## config.mk

```make
export PLATFORM = sky130hd
export DESIGN_NAME = serializador
export DESIGN_NICKNAME = d
export VERILOG_FILES = /design/src/rtl/serial_pkg.sv /design/src/rtl/serializador.sv
export SDC_FILE = /design/constraint.sdc
export NUM_CORES = 1
export LEC_CHECK = 0
export ABC_CLOCK_PERIOD_IN_PS = 3000
export CORE_MARGIN = 5
export CORE_UTILIZATION = 51
export CTS_BUF_LIST = sky130_fd_sc_hd__clkbuf_16
export DETAILED_ROUTE_END_ITERATION = 12
export PLACE_DENSITY = 0.8
export SLEW_MARGIN = 20
export SYNTH_ARGS = -nofsm -noshare
export SYNTH_HDL_FRONTEND = slang
export SYNTH_SLANG_ARGS = --single-unit
```

## constraint.sdc

```tcl
create_clock -name clk_100KHz -period 3 [get_ports clk_100KHz]
set_input_delay 0.45 -clock clk_100KHz [delete_from_list [all_inputs] [get_ports clk_100KHz]]
set_output_delay 0.45 -clock clk_100KHz [all_outputs]
set_load 0.005 [all_outputs]
```

## src/rtl/serial_pkg.sv

```systemverilog
// Types and constants shared by the serial transmit/receive pair.
package serial_pkg;

    typedef enum logic [1:0] {
        IDLE   = 2'd0,
        SHIFT  = 2'd1,
        PARITY = 2'd2,
        GAP    = 2'd3
    } state_t;

    // Frame width shared with the deserializer so both ends agree on framing.
    localparam int SERIAL_WIDTH = 8;

endpackage

```

## src/rtl/serializador.sv

```systemverilog
// Parallel-to-serial transmitter: captures a word on valid/ack, sends it MSB-first framed by write_out.
// Optional even-parity bit after each frame when SERIALIZADOR_PARITY_EN is defined.
module serializador
    import serial_pkg::*;
#(
    parameter int WIDTH      = SERIAL_WIDTH,
    parameter int GAP_CYCLES = 1
) (
    input  logic             clk_100KHz,
    input  logic             reset,
    input  logic [WIDTH-1:0] data_in,
    input  logic             valid_in,
    output logic             ack_out,
    output logic             data_out,
    output logic             write_out,
    output logic             status_out
);

    localparam int CNT_W = $clog2(WIDTH + 1);
    localparam int GAP_W = $clog2(GAP_CYCLES + 1);
    localparam logic [CNT_W-1:0] LAST_BIT = CNT_W'(WIDTH - 1);
    localparam logic [GAP_W-1:0] LAST_GAP = GAP_W'(GAP_CYCLES - 1);

    state_t             state_q;
    logic [WIDTH-1:0]   shift_q;
    logic [CNT_W-1:0]   cnt_q;
    logic [GAP_W-1:0]   gap_q;
    logic               ack_q;
`ifdef SERIALIZADOR_PARITY_EN
    logic               parity_q;
`endif

    always_ff @(posedge clk_100KHz or negedge reset) begin
        if (!reset) begin
            state_q  <= IDLE;
            shift_q  <= '0;
            cnt_q    <= '0;
            gap_q    <= '0;
            ack_q    <= 1'b0;
`ifdef SERIALIZADOR_PARITY_EN
            parity_q <= 1'b0;
`endif
        end else begin
            ack_q <= 1'b0;
            case (state_q)
                IDLE: begin
                    if (valid_in) begin
                        state_q  <= SHIFT;
                        shift_q  <= data_in;
                        cnt_q    <= '0;
                        ack_q    <= 1'b1;
`ifdef SERIALIZADOR_PARITY_EN
                        parity_q <= ^data_in;
`endif
                    end
                end
                SHIFT: begin
                    shift_q <= {shift_q[WIDTH-2:0], 1'b0};
                    cnt_q   <= cnt_q + 1'b1;
                    if (cnt_q == LAST_BIT) begin
                        gap_q <= '0;
`ifdef SERIALIZADOR_PARITY_EN
                        state_q <= PARITY;
`else
                        state_q <= GAP;
`endif
                    end
                end
`ifdef SERIALIZADOR_PARITY_EN
                PARITY: begin
                    state_q <= GAP;
                    gap_q   <= '0;
                end
`endif
                GAP: begin
                    // The idle gap keeps back-to-back frames distinguishable at the receiver.
                    if (gap_q == LAST_GAP) begin
                        state_q <= IDLE;
                    end else begin
                        gap_q <= gap_q + 1'b1;
                    end
                end
                default: state_q <= IDLE;
            endcase
        end
    end

    // Line outputs decode registered state only, so the line drops as soon as reset asserts.
    always_comb begin
        data_out  = 1'b0;
        write_out = 1'b0;
        case (state_q)
            SHIFT: begin
                data_out  = shift_q[WIDTH-1];
                write_out = 1'b1;
            end
`ifdef SERIALIZADOR_PARITY_EN
            PARITY: begin
                data_out  = parity_q;
                write_out = 1'b1;
            end
`endif
            default: begin
                data_out  = 1'b0;
                write_out = 1'b0;
            end
        endcase
    end

    assign ack_out    = ack_q;
    assign status_out = (state_q != IDLE);

endmodule

```

==> metrics.csv, run 1 <==
metric,value,unit
status,finished clean,
path_class,register to output pin,
post_cts_buffers,0,
crit_start,state_q[1]$_DFFE_PN0P_,
grt_first_pass_wirelength,2.33,mm
min_to,shift_q[7]$_DFFE_PN0P_,
grtUsageTotal,0.155,
p_leak,0.395,nW
clock_sinks,15,
nNetsFinal,93,
die-area,2200,um^2
via_per_inst,5.22,
antenna_cells,0,
finalSetupTns,0,ns
synth_area,693,um^2
reg2reg_depth,3,
drt-initial-drc-count,7,
worstMarginPinSlew,0.665,ns
start_util,0.533,
maxCapViolCount,0,
p_total,0.994,mW
min_delay_path_depth,2,
ios,15,
cts_buffers,3,
clk_pin_slew,0.05,ns
antenna_found_initial,0,
reg2reg_to,cnt_q[3]$_DFFE_PN0P_,
rsz0062_at_grt,false,
placeableCoreArea,1300,um^2
vdd_drop_max,552,uV
arrival,1.74,ns
drv_slew,0,
synth.distinct_cells,21,
rows,13,
r2r_slack,1.70,ns
hold_buffers,0,
first_global_vias,529,
endpoint_kind,output pin,
clk_latency,0.24,ns
min_path_type,register to register,
ant_nets,0,
skew,0.00344,ns
finalHoldViolations,0,
final_layout_size_suffix_gt1_frac,0.0875,
route.detailed.drc,0,
cts.path.max_buffers,2,
via_count,496,
power_density,1090,nW/um^2
cts_tree,yes,
relSlewSlack,0.556,
dpl.hpwl,891,um
r2r-start,state_q[1]$_DFFE_PN0P_,
cts_root_buf,clkbuf_16,
die_w,46.9,um
syn_to_final_growth,31.6,%
yosys_warnings,0,
firstDrtPassIters,4,
cts_resized,0,
worstPathMaxFanout,11,
portBuffers,14,
wl,1.31,mm
fin_crit,2.19,ns
grt_start_max_net_pins,20,
max_freq,456,MHz
yosysSeqAreaShare,0.542,
wire_per_inst,13.8,um
synth.ff_latch_count,15,
hold_path_startpoint,shift_q[7]$_DFFE_PN0P_,
overflow,0,
synth_nets,76,
postSynthCellCount,64,
htree_levels,1,
finalSetupViolations,0,
die_h,46.9,um
timing.final.crit_share,0.731,
avgSynthCellArea,10.8,um^2
worstPathRequired,2.55,ns
start_kind,register,
place.gp.congestion,0.704,
## power breakdown
group | switching, mW | internal, mW
registers | 0.0668 | 0.286
logic | 0.181 | 0.206
clock network | 0.0780 | 0.176
total | 0.326 | 0.668
## per-layer routing
layer / vias to the layer above / part of all wire / GRT usage
li1: 251 / - / -
met1: 233 / 0.46 / 0.197
met2: 10 / 0.48 / 0.233
met3: 2 / 0.044 / 0.0460
met4: 0 / 0.016 / 0.0884
met5: - / 0 / 0
## worst max-delay path by stage
stage                          end  slack (ns)  depth (start not counted)
after floorplan           data_out        1.64                          4
after global placement    data_out        1.10                          4
after detailed placement  data_out        1.06                          4
after CTS                 data_out        0.79                          4
after global routing      data_out        0.74                          4
final                     data_out        0.81                          4
## sequential cells by signal (all words and copies together), names as in the netlist
| register | count |
|---|---|
| state_q | 2 |
| shift_q | 8 |
| cnt_q | 4 |
| ack_out | 1 |
## cell type report
| class | count | area [um^2] |
|---|---|---|
| fill | 100 | 389 |
| timing repair buffer | 14 | 140 |
| clock inverter | 1 | 3.75 |
| tap | 15 | 18.8 |
| sequential | 15 | 375 |
| clock buffer | 3 | 75.1 |
| multi-input combinational | 44 | 285 |
| inverter | 3 | 13.8 |
## stage by stage
stage                     area [um^2]  utilization  hold slack, ns  instances  setup WS [ns]
final                             912        0.701           0.483         95          0.806
after global routing              912        0.701           0.501         95          0.737
after CTS                         912        0.701           0.490         95          0.793
after detailed placement          833        0.640           0.476         91           1.06
after global placement            833        0.640           0.469         91           1.10
after floorplan                   693            -           0.154         64           1.64
## cells in the mapped netlist, drive strengths merged
cell type,number,area (um^2)
dfrtp,15,375
nand2,12,45.0
o21ai,9,45.0
mux2i,8,80.1
inv,3,13.8
nand3,3,15.0
a22o,2,17.5
buf,2,18.8
nand2b,2,15.0
a2bb2oi,1,8.76
and2,1,6.26
ha,1,12.5
nor2,1,3.75
nor3,1,5.00
o21bai,1,18.8
or2,1,6.26
or3,1,6.26
## layout by cell type (no fill, tap or decap), types with 2 or more instances in the layout
master	synthesis	layout
a22o_1	2	2
clkdlybuf4s50_1	0	14
nand3_1	3	3
inv_1	2	3
clkbuf_16	0	3
dfrtp_1	15	15
o21ai_0	2	2
o21ai_1	7	7
mux2i_1	8	8
nand2_1	12	12
## kinds of logic after synthesis
kind of cell / after synthesis / synth area share
mux: 8 / 0.116
fa+ha+maj: 1 / 0.0180
simple gates: 22 / 0.148
compound gates: 13 / 0.130
buf+inv: 5 / 0.0469
flops: 15 / 0.542
## critical path: stages (launching register included)
cell,delay [ns]
dfrtp_1,0.42
nand2b_2,0.35
inv_4,0.12
and2_1,0.13
clkdlybuf4s50_1,0.49
Note: power is estimated with default switching activity, not from simulation.
==> inputs of run 2 (changes only) <==
--- a/config.mk
+++ b/config.mk
@@ -5,12 +5,12 @@
 export SDC_FILE = /design/constraint.sdc
 export NUM_CORES = 1
 export LEC_CHECK = 0
-export ABC_CLOCK_PERIOD_IN_PS = 3000
+export ABC_CLOCK_PERIOD_IN_PS = 1800
 export CORE_MARGIN = 5
-export CORE_UTILIZATION = 51
+export CORE_UTILIZATION = 43
 export CTS_BUF_LIST = sky130_fd_sc_hd__clkbuf_16
 export DETAILED_ROUTE_END_ITERATION = 12
-export PLACE_DENSITY = 0.8
+export PLACE_DENSITY = 0.72
 export SLEW_MARGIN = 20
 export SYNTH_ARGS = -nofsm -noshare
 export SYNTH_HDL_FRONTEND = slang
==> constraint.sdc (replaced) <==
create_clock -name clk_100KHz -period 1.8 [get_ports clk_100KHz]
set_input_delay 0.27 -clock clk_100KHz [delete_from_list [all_inputs] [get_ports clk_100KHz]]
set_output_delay 0.27 -clock clk_100KHz [all_outputs]
set_load 0.005 [all_outputs]
==> metrics.csv, run 2 (same netlist as run 1, synthesis figures left out) <==
metric,value,unit,change
die-area,2520,um^2,was 2200 um^2
cts_root_buf,clkbuf_16,,unchanged
dpl.cell_count,94,,was 91
worstMarginPinSlew,0.419,ns,was 0.665 ns
via_count,496,,unchanged
layout_common_cells,"dfrtp_1, clkdlybuf4s50_1, nand2_1",,unchanged
final_area,942,um^2,was 912 um^2
p_leak,0.412,nW,was 0.395 nW
die_w,50.2,um,was 46.9 um
status,finished clean,,unchanged
relSlewSlack,0.720,,was 0.556
drv_slew,0,,unchanged
route.detailed.drc,0,,unchanged
cp_slowest_cell,clkdlybuf4s50_1,,unchanged
skew,0.00306,ns,was 0.00344 ns
clock_sinks,15,,unchanged
place.gp.congestion,0.738,,was 0.704
path_class,register to output pin,,unchanged
ant_nets,0,,unchanged
stdcell_count,99,,was 95
clk_pin_slew,0.05,ns,about the same
vdd_drop_max,708,uV,was 552 uV
nNetsFinal,96,,was 93
fin_crit,1.71,ns,
arrival,1.44,ns,was 1.74 ns
firstDrtPassIters,3,,was 4
cts_buffers,3,,unchanged
placed_area,850,um^2,was 833 um^2
min_path_type,primary input to async pin,,was register to register
die_h,50.2,um,was 46.9 um
first_global_vias,486,,was 529
endpoint_kind,output pin,,unchanged
top_register,shift_q,,unchanged
start_kind,register,,unchanged
finalSetupViolations,0,,unchanged
maxCapViolCount,0,,unchanged
wl,1.25,mm,was 1.31 mm
fin_util,0.618,,was 0.701
finalSetupTns,0,ns,unchanged
wire_per_inst,12.6,um,was 13.8 um
start_util,0.455,,was 0.533
largest_register_ffs,8,,unchanged
cts.path.max_buffers,2,,unchanged
ios,15,,unchanged
via_per_inst,5.01,,was 5.22
slowest_delay,0.49,ns,about the same
max_freq,584,MHz,
hold_buffers,0,,unchanged
finalHoldViolations,0,,unchanged
grt_start_max_net_pins,20,,unchanged
portBuffers,14,,unchanged
overflow,0,,unchanged
antenna_cells,0,,unchanged
timing.final.crit_share,0.952,,
rows,14,,was 13
power_density,1810,nW/um^2,was 1090 nW/um^2
worstPathRequired,1.53,ns,was 2.55 ns
reg_top3,"shift_q (8), cnt_q (4), state_q (2)",,unchanged
syn_to_final_growth,35.9,%,was 31.6%
htree_levels,1,,unchanged
drt-initial-drc-count,1,,was 7
clk_latency,0.24,ns,about the same
cts_tree,yes,,unchanged
cp_cell_sequence,"nand2b_4, inv_4, and2_1, clkdlybuf4s50_1",,"was nand2b_2, inv_4, and2_1, clkdlybuf4s50_1"
antenna_found_initial,0,,unchanged
final_layout_size_suffix_gt1_frac,0.133,,was 0.0875
p_total,1.70,mW,was 0.994 mW
rsz0062_at_grt,false,,unchanged
dpl.hpwl,878,um,was 891 um
grtUsageTotal,0.110,,was 0.155
placeableCoreArea,1520,um^2,was 1300 um^2
worstPathMaxFanout,4,,was 11
grt_first_pass_wirelength,2.10,mm,was 2.33 mm
## run 2: routing by layer
metal	vias to the layer above	global-route usage	routed length, um
met5	-	0	0
met3	3	0.0562	86
met2	12	0.169	565
li1	255	-	-
met4	0	0.0393	12
met1	226	0.132	580
## run 2: per-stage QoR
| stage | hold slack (ns) | worst slack, ns |
|---|---|---|
| after detailed placement | 0.473 | 0.241 |
| final | 0.341 | 0.0873 |
| after global placement | 0.467 | 0.251 |
| after CTS | 0.347 | 0.0181 |
| after floorplan | -0.0256 | 0.624 |
| after global routing | 0.371 | 0.0233 |
## run 2: final timing paths
kind	slack [ns]	to	from	cells after the start
worst max register to register	0.59	cnt_q[3]$_DFFE_PN0P_	state_q[1]$_DFFE_PN0P_	4
min in group clk_100KHz	0.48	shift_q[7]$_DFFE_PN0P_	shift_q[7]$_DFFE_PN0P_	2
worst min register to register	0.48	shift_q[7]$_DFFE_PN0P_	shift_q[7]$_DFFE_PN0P_	2
max in group asynchronous	1.27	state_q[0]$_DFFE_PN0P_	reset	2
worst max-delay path	0.09	data_out	state_q[1]$_DFFE_PN0P_	4
worst min-delay path	0.34	shift_q[7]$_DFFE_PN0P_	reset	2
## run 2: what timing repair did
| item | in CTS | in global routing |
|---|---|---|
| endpoints found under the setup margin | 1 | 1 |
| gates resized for setup | 0 | 2 |
| setup buffers | 1 | 0 |
## run 2: where the power goes
group / switching, mW / internal (mW)
registers: 0.105 / 0.478
logic: 0.314 / 0.381
clock network: 0.129 / 0.294
## run 2: layout make-up
class                      instances  area (um^2)
clock inverter                     1         3.75
multi-input combinational         44          290
inverter                           3         13.8
clock buffer                       3         75.1
timing repair buffer              17          163
fill                             131          582
sequential                        15          377
tap                               16         20.0
## run 2: critical path, delay by kind of cell, from the launching register on
kind | cells | cell delay [ns]
AND/OR/NAND/NOR | 2 | 0.27
flip-flops | 1 | 0.38
buffers and inverters | 2 | 0.55
